--- src/rtl/sw_debounce.sv ---
// ============================================================================
// Module   : sw_debounce
// Purpose  : Per-bit synchroniser + stability-counter debouncer for switches,
//            producing clean level, rise/fall pulses and a toggle state.
// Revision : 1.0 - initial release
// ============================================================================
`default_nettype none

module sw_debounce #(
  parameter int WIDTH           = 2,
  parameter int DEBOUNCE_CYCLES = 1_000_000
) (
  input  logic             clk,
  input  logic             rst_n,
  input  logic [WIDTH-1:0] sw,
  output logic [WIDTH-1:0] sw_level,
  output logic [WIDTH-1:0] sw_rise,
  output logic [WIDTH-1:0] sw_fall,
  output logic [WIDTH-1:0] sw_toggle
);

  localparam int            CW     = $clog2(DEBOUNCE_CYCLES + 1);
  localparam logic [CW-1:0] C_LAST = CW'(DEBOUNCE_CYCLES - 1);

  for (genvar i = 0; i < WIDTH; i++) begin : g_bit
    logic          r_s1;
    logic          r_s2;
    logic [CW-1:0] r_cnt;
    logic          r_level;
    logic          r_rise;
    logic          r_fall;
    logic          r_toggle;

    always_ff @(posedge clk or negedge rst_n) begin
      if (!rst_n) begin
        r_s1     <= 1'b0;
        r_s2     <= 1'b0;
        r_cnt    <= '0;
        r_level  <= 1'b0;
        r_rise   <= 1'b0;
        r_fall   <= 1'b0;
        r_toggle <= 1'b0;
      end else begin
        r_s1   <= sw[i];
        r_s2   <= r_s1;
        r_rise <= 1'b0;
        r_fall <= 1'b0;
        // Any return to the accepted level restarts the stability window.
        if (r_s2 == r_level) begin
          r_cnt <= '0;
        end else if (r_cnt == C_LAST) begin
          r_level <= r_s2;
          r_cnt   <= '0;
          r_rise  <= r_s2;
          r_fall  <= ~r_s2;
          if (r_s2)
            r_toggle <= ~r_toggle;
        end else begin
          r_cnt <= r_cnt + CW'(1);
        end
      end
    end

    assign sw_level[i]  = r_level;
    assign sw_rise[i]   = r_rise;
    assign sw_fall[i]   = r_fall;
    assign sw_toggle[i] = r_toggle;
  end

endmodule

`default_nettype wire

--- config.mk ---
export PLATFORM = sky130hd
export DESIGN_NAME = sw_debounce
export DESIGN_NICKNAME = d
export VERILOG_FILES = /design/src/rtl/sw_debounce.sv
export SDC_FILE = /design/constraint.sdc
export NUM_CORES = 1
export LEC_CHECK = 0
export BUFFER_PORTS_ARGS = -buffer_cell sky130_fd_sc_hd__buf_2
export CAP_MARGIN = 5
export CORE_ASPECT_RATIO = 0.8
export CORE_UTILIZATION = 45
export CTS_CLUSTER_SIZE = 28
export DETAILED_ROUTE_END_ITERATION = 16
export GPL_TIMING_DRIVEN = 0
export SYNTH_ARGS = -nofsm -noshare
export SYNTH_HDL_FRONTEND = slang
export SYNTH_SLANG_ARGS = --single-unit
--- constraint.sdc ---
create_clock -name clk -period 1.86 [get_ports clk]
set_input_delay 0.093 -clock clk [delete_from_list [all_inputs] [get_ports clk]]
set_output_delay 0.093 -clock clk [all_outputs]
set_load 0.01 [all_outputs]
Word level (Yosys, flattened, before mapping)
Cells that the tools add are included.

Register bits after elaboration: 52. Output and inout port bits: 8. Logic and storage cells: 42.

Add/sub/neg operators: 2. Equality and inequality tests: 4. Mux-type cells: 12. Bitwise logic cells: 6. Reductions and logical operators: 4.

Operators by type and width (number): $mux 20 (4); $add 20x1->20 const B (2); $eq 20x20->1 const B (2); $mux 1 (8); $not 1->1 (6); $reduce_and 3->1 (2); $reduce_and 2->1 (2); $eq 1x1->1 (2).

Longest topological paths before layout
Gate-level depths: netlist of the first run.

Word-level depth: 3. Gate-level depth with buffers: 7. Gate-level depth less buffers: 5.

Least setup slack after synthesis of the first run
Ideal clock, no wire load.

Kind: register to register. Start: reg g_bit[1].r_cnt[0]. End: reg g_bit[1].r_cnt[14]. Arrival: 1.709 ns. Slack: 0.033 ns. Cell stages (with the launch flop): 8. Path buffers: 2. Clock period less this slack: 1.827 ns. Cell sequence: dfrtp_1 ha_1 nand2_1 or4_1 buf_2 o21bai_4 buf_4 nor2_1.

Cells in the longest elaborated chain, start to end: 3. Elaborated cells on any way between the ends: 4. Classes of those cells: add/sub: 1; eq/ne: 1; mux: 2.

Ends and longest elaborated chain: start, declared (RTL line 28) `logic [CW-1:0] r_cnt;`; start signal, assigned (RTL line 59) `r_cnt <= r_cnt + CW'(1);`; $add 20x1->20 or $eq 20x20->1 (tied branches) (RTL line 59, 51); $mux 20 * (RTL line 51) `end else if (r_cnt == C_LAST) begin`; $mux 20 * (RTL line 49) `if (r_s2 == r_level) begin`.

Mark *: on every way between the ends. The rest lies on a longest branch, timed or not. A chain may end at the register's enable or synchronous reset.

Final worst setup path of the first run
Start: reg g_bit[1].r_cnt[0]. End: reg g_bit[1].r_cnt[16].

The elaborated chain is that of the path after synthesis.

==> results of run 1 <==
what timing repair did:
| item | CTS | global route |
|---|---|---|
| setup buffers | 8 | 8 |
| gates cloned | 1 | 1 |
| setup endpoints to repair | 42 | 41 |
| resized for setup | 15 | 28 |
| pin swaps | 2 | 8 |
| hold buffers | 2 | 1 |
| hold endpoints to repair | 2 | 17 |
per-layer routing:
metal | vias up | track usage [%] | share of wire, %
met5 | - | 0 | 0
li1 | 938 | - | -
met2 | 26 | 23.73 | 41
met3 | 7 | 5.269 | 3.2
met4 | 0 | 3.889 | 0.78
met1 | 895 | 28.26 | 55
final cells by class:
class / instances / area [um2]
Inverter: 12 / 45.04
Fill cell: 467 / 2302
Buffer: 15 / 106.4
Clock buffer: 7 / 96.34
Timing Repair Buffer: 33 / 251.5
Sequential cell: 52 / 1310
Tap cell: 78 / 97.59
Clock inverter: 1 / 30.03
Multi-Input combinational cell: 172 / 1196
power breakdown:
| part | internal [mW] | leakage (nW) | switching, mW |
|---|---|---|---|
| Clock | 0.475 | 0.0645 | 0.373 |
| Combinational | 0.0505 | 0.558 | 0.0616 |
| Sequential | 1.14 | 0.701 | 0.0152 |
cell families after synthesis:
family	Yosys count	share of synthesized area [%]
muxes	4	1.634
buffers and inverters	28	5.646
xor gates and xnor gates	30	10.40
adders and majority gates	4	1.981
and+or+nand+nor	119	24.62
AOI/OAI and AO/OA	15	4.210
DFF	52	51.51
metrics by stage:
step	hold slack, ns	setup TNS, ns
2_1_floorplan	-0.2026	0
3_3_place_gp	0.2001	-4.404
3_5_place_dp	0.2024	-4.617
4_1_cts	0.04817	-0.0003295
5_1_grt	0.2835	-0.1370
6_report	0.2594	0
placed cells by master (no fill, tap or decap), drive strengths merged:
| cell | instances |
|---|---|
| bufinv | 1 |
| or4 | 5 |
| nor2 | 40 |
| nor4b | 3 |
| xnor2 | 19 |
| and2 | 2 |
| a21oi | 6 |
| ha | 4 |
| nand3 | 15 |
| or3b | 1 |
| nand2 | 13 |
| buf | 41 |
| and3 | 2 |
| or2 | 1 |
| inv | 12 |
| mux2i | 3 |
| xor2 | 11 |
| nand4 | 11 |
| clkdlybuf4s15 | 1 |
| dfrtp | 52 |
| or3 | 3 |
| and4 | 1 |
| o31ai | 4 |
| nor4 | 13 |
| nor2b | 2 |
| clkbuf | 10 |
| o21bai | 2 |
| dlygate4sd3 | 3 |
| mux2 | 1 |
| a2111oi | 1 |
| nor3 | 7 |
| o21ai | 2 |
sequential cells by signal (all words and copies together) (netlist names):
| name | flops |
|---|---|
| g_bit.r_fall | 2 |
| g_bit.r_cnt | 40 |
| g_bit.r_s2 | 2 |
| g_bit.r_s1 | 2 |
| g_bit.r_level | 2 |
| g_bit.r_toggle | 2 |
| g_bit.r_rise | 2 |
worst paths after layout:
check,start,end,depth (start not counted)
worst max-delay path,g_bit[1].r_cnt[0],g_bit[1].r_cnt[16],6
worst min-delay path,rst_n,g_bit[0].r_cnt[17],2
worst max register to register,g_bit[1].r_cnt[0],g_bit[1].r_cnt[16],6
worst min register to register,g_bit[1].r_s1,g_bit[1].r_s2,0
max in group asynchronous,rst_n,g_bit[0].r_cnt[11],3
min in group clk,g_bit[1].r_s1,g_bit[1].r_s2,0
critical path, delay by kind of cell (launching register included):
| family | cells | cell delay [ns] |
|---|---|---|
| adder cells (fa/ha/maj) | 1 | 0.18 |
| AND/OR/NAND/NOR | 3 | 0.71 |
| AO/OA/AOI/OAI | 1 | 0.22 |
| flip-flops | 1 | 0.42 |
| buffers and inverters | 1 | 0.15 |
==> metrics.csv, run 1 <==
stage,metric,value,unit
drt,vias per std cell,5.043,
synthesis,sequential fraction of the synthesis area,51.51,%
synthesis,top post-synthesis cells by area,"dfrtp_1 (52%), xnor2_1 (6.6%), nor2_1 (5.9%)",
synthesis,Yosys reg bits,52,
power_and_ir_drop,Total Power,2.120,mW
critical_path,WS Path Type,reg2reg,
drt,detailed router's first-iteration violation count,121,
critical_path,"critical path fanouts, max",5,
sta,Slew @ Worst Pin,0.4562,ns
synthesis,Mapped Cells,252,
layout,final instance area,0.003133,mm2
layout,share of cells above drive strength 1,27.40,%
sta,final hold violation count,0,
cts,number of CTS-inserted buffers,5,
critical_path,CP max stage delay,0.60,ns
synthesis,"Net Count, Synth",260,
sta,setup ws final,0.07428,ns
power_and_ir_drop,PD cells,676.7,mW/mm2
layout,final design utilization,57.64,%
critical_path,CP Cell Sequence,"ha_4, nand2_2, or4_4, o21bai_4, buf_6, nor2_1",
die,num rows,24,
cts,clock transition at the registers of the reported paths,0.09,ns
drt,DR vias,1866,
synthesis,Post-synth top cells,"dfrtp_1 (52), nor2_1 (40), xnor2_1 (19)",
place,Post-DP Area,0.002679,mm2
outcome,status,finished clean,
drt,routed wire length per instance,13.43,um
global_route,number of global-route vias before repair,1739,
flow_run,Max-cap violations,0,
die,Die X,85.77,um
synthesis,Post-synth EDFFs,0,
layout,n_diodes,0,
drt,DR pass1 iterations,4,
sta,Final Max Slew Viols,0,
sta,min Tclk post-route,1.786,ns
place,IO Port Bufs,11,
power_and_ir_drop,Max VDD drop,0.4094,mV
layout,synth-to-layout area growth,24.02,%
synthesis,area share of the largest cell type after synthesis,51.51,%
synthesis,Yosys Warn Count,0,
global_route,All-Layer GR Usage,17.82,%
cts,clk_lat worst skew,0.30,ns
die,die area,0.005919,mm2
place,pre-CTS WS,-0.2529,ns
cts,clk sinks,52,
sta,max frequency,0.5600,GHz
die,die height,69.02,um
synthesis,cell accounting for the most synthesized area,dfrtp_1,
place,hpwl dp,3129,um
place,placed cells,341,
cts,CTS tree,built,
critical_path,register-to-register setup slack,0.07,ns
critical_path,Critical Path RT,2.05,ns
critical_path,CP arrival,1.98,ns
global_route,largest net degree at the start of global routing,53,
synthesis,number of library cell types mapped by synthesis,33,
critical_path,critical path endpoint category,flip-flop,
cts,Clock Tree Root,clkbuf_8,
global_route,gr ovfl total,0,
global_route,antenna violations before repair,0,
drt,DRC errors left,0,
layout,# nets final,299,
place,RD Place Congestion,0.7665,
die,Core Footprint,0.005435,mm2
sta,# setup viols final,0,
layout,Post-Layout Cell Count,370,
min_path,hold crit path type,in2async,
sta,relative slew slack,69.58,%
synthesis,"Primary FF master, synth",dfrtp_1,
die,Ports,12,
cts,Clock Path Buffers,2,
global_route,first-pass GRT wire length,8155,um
drt,post-route ant nets,0,
die,Initial Utilization,46.48,%
synthesis,asr flop ratio synth,100.0,%
power_and_ir_drop,static leakage,1.323,nW
synthesis,mean area per synthesized cell,10.02,um2
sta,fin crit share,96.01,%
cts,H-tree level count,2,
critical_path,crit path max-delay cell type,or4_4,
critical_path,CP Launch Type,flip-flop,
drt,WL final,4969,um
synthesis,cell area after synthesis,0.002526,mm2
sta,Setup Skew,0.006573,ns
synthesis,top-count cell post-synth,dfrtp_1,
No activity file was read; power rests on OpenSTA's default activity.
==> run 2, diff against run 1 <==
- BUFFER_PORTS_ARGS: -buffer_cell sky130_fd_sc_hd__buf_2 -> unset
- DONT_BUFFER_PORTS: unset -> 1
==> metrics.csv, run 2 (synthesis results as in run 1) <==
stage,metric,value,unit,change
layout,share of cells above drive strength 1,26.48,%,-0.92 points
global_route,number of global-route vias before repair,1680,,-3.4%
sta,fin crit share,96.68,%,+0.67 points
sta,final setup TNS,0,ns,unchanged
sta,Final Max Slew Viols,0,,unchanged
cts,CTS tree,built,,
sta,Slew @ Worst Pin,0.3602,ns,-0.09608 ns
critical_path,"critical path fanouts, max",8,,+3
drt,DRC errors left,0,,unchanged
layout,synth-to-layout area growth,24.57,%,
power_and_ir_drop,Max VDD drop,0.3378,mV,-17%
place,Post-DP Area,0.002624,mm2,-2.1%
global_route,antenna violations before repair,0,,unchanged
power_and_ir_drop,PD cells,671.8,mW/mm2,-0.72%
place,placed cells,330,,-3.2%
global_route,All-Layer GR Usage,18.03,%,+0.21 points
cts,number of CTS-inserted buffers,5,,unchanged
layout,# nets final,294,,-1.7%
critical_path,Reg2Reg Depth,5,,-1
power_and_ir_drop,P_int,1.672,mW,+0.14%
critical_path,r2r startpoint,g_bit[0].r_cnt[8],,
layout,Biggest register,g_bit.r_cnt,,
sta,WHS,0.2927,ns,+0.03333 ns
critical_path,CP arrival,2.04,ns,+0.06 ns
critical_path,crit path max-delay cell type,or4_1,,
critical_path,WS Path Type,reg2reg,,
sta,# setup viols final,0,,unchanged
critical_path,Critical Path RT,2.10,ns,+0.05 ns
cts,H-tree level count,2,,unchanged
die,Initial Utilization,46.48,%,unchanged
drt,DR vias,1853,,-0.70%
global_route,first-pass GRT wire length,8314,um,+1.9%
drt,vias per std cell,5.077,,+0.66%
die,num rows,24,,unchanged
die,die height,69.02,um,unchanged
sta,min Tclk post-route,1.798,ns,+0.01250 ns
die,Ports,12,,unchanged
drt,detailed router's first-iteration violation count,156,,+29%
place,hpwl dp,3024,um,-3.4%
sta,final hold violation count,0,,unchanged
critical_path,CP max stage delay,0.49,ns,-0.11 ns
power_and_ir_drop,Clock Power Share,39.7,%,-0.3 points
drt,routed wire length per instance,13.18,um,-1.9%
cts,Clock Path Buffers,2,,unchanged
layout,final design utilization,57.90,%,+0.25 points
power_and_ir_drop,static leakage,1.304,nW,-1.4%
sta,setup ws final,0.06177,ns,-0.01250 ns
power_and_ir_drop,Comb pwr share,5.4,%,about the same
layout,final instance area,0.003147,mm2,+0.44%
die,Die X,85.77,um,unchanged
die,die area,0.005919,mm2,unchanged
critical_path,CP Cell Sequence,"nand4_4, or3_1, buf_2, or4_1, a21oi_2",,
layout,"commonest cells after routing, fill and taps aside","dfrtp_1 (49), nor2_1 (37), buf_4 (31), xnor2_1 (19)",,
place,pre-CTS WS,-0.2192,ns,+0.03369 ns
drt,post-route ant nets,0,,unchanged
global_route,largest net degree at the start of global routing,53,,unchanged
sta,Setup Skew,0.006368,ns,-0.0002052 ns
place,IO Port Bufs,0,,-11
cts,clock transition at the registers of the reported paths,0.09,ns,about the same
cts,Clock Tree Root,clkbuf_8,,
drt,DR pass1 iterations,4,,unchanged
cts,clk sinks,52,,unchanged
outcome,status,finished clean,,
critical_path,critical path endpoint category,flip-flop,,
layout,"commonest non-fill, non-tap cell in the layout",dfrtp_1,,
drt,WL final,4811,um,-3.2%
critical_path,CP Launch Type,flip-flop,,
min_path,hold crit path type,in2async,,
power_and_ir_drop,NetSw,0.4418,mW,-1.9%
critical_path,WP buf/inv,1,,unchanged
sta,max frequency,0.5561,GHz,-0.70%
layout,n_diodes,0,,unchanged
critical_path,register-to-register setup slack,0.06,ns,about the same
sta,relative slew slack,75.99,%,+6.4 points
power_and_ir_drop,switching part of the total power,20.90,%,-0.34 points
critical_path,"delay-heaviest family, CP",simple AND/OR/NAND/NOR gates,,
layout,max reg flops,40,,unchanged
power_and_ir_drop,Total Power,2.114,mW,-0.29%
cts,clk_lat worst skew,0.30,ns,about the same
critical_path,reg2reg end,g_bit[0].r_cnt[19],,
place,RD Place Congestion,0.7600,,-0.85%
layout,Post-Layout Cell Count,365,,-1.4%
die,Core Footprint,0.005435,mm2,unchanged
power_and_ir_drop,Sequential Power Share,54.9,%,+0.2 points
global_route,gr ovfl total,0,,unchanged
flow_run,Max-cap violations,0,,unchanged
run 2: power by group through the flow:
stage	registers [mW]	clock network, mW	logic (mW)
3_3_place_gp	1.18	0	0.0456
3_5_place_dp	1.18	0	0.0459
5_1_grt	1.16	0.910	0.131
4_1_cts	1.16	0.872	0.101
6_report	1.16	0.839	0.114
2_1_floorplan	1.18	0	0.0365
run 2: how the worst max path moves through the flow:
stage	startpoint	endpoint	slack [ns]	depth (start not counted)
2_1_floorplan	g_bit[1].r_cnt[0]	g_bit[1].r_cnt[14]	0.03	7
3_3_place_gp	g_bit[1].r_cnt[0]	g_bit[1].r_cnt[16]	-0.24	7
3_5_place_dp	g_bit[1].r_cnt[0]	g_bit[1].r_cnt[14]	-0.22	7
4_1_cts	g_bit[1].r_cnt[7]	g_bit[1].r_cnt[7]	-0.02	6
5_1_grt	g_bit[1].r_cnt[7]	g_bit[1].r_cnt[19]	-0.03	7
6_report	g_bit[0].r_cnt[8]	g_bit[0].r_cnt[19]	0.06	5
run 2: what timing repair did:
action                     in CTS  in global routing
setup endpoints to repair      39                 44
hold buffers                    4                  0
pin swaps                      11                  9
hold endpoints to repair       54                  0
resized for setup              20                 22
cloned                          1                  0
setup buffers                   9                 14
run 2: final cells by class:
cell class | count | area [um2]
Inverter | 12 | 45.04
Clock inverter | 1 | 30.03
Clock buffer | 7 | 96.34
Multi-Input combinational cell | 172 | 1224
Sequential cell | 52 | 1305
Timing Repair Buffer | 28 | 245.2
Fill cell | 468 | 2288
Tap cell | 78 | 97.59
Buffer | 15 | 103.9
run 2: metal layers:
layer / global-route usage (%) / routed length [um] / vias to the layer above
met2: 22.67 / 2032 / 16
li1: - / - / 927
met1: 29.73 / 2632 / 908
met5: 0 / 0 / -
met3: 3.832 / 116 / 2
met4: 6.296 / 29 / 0
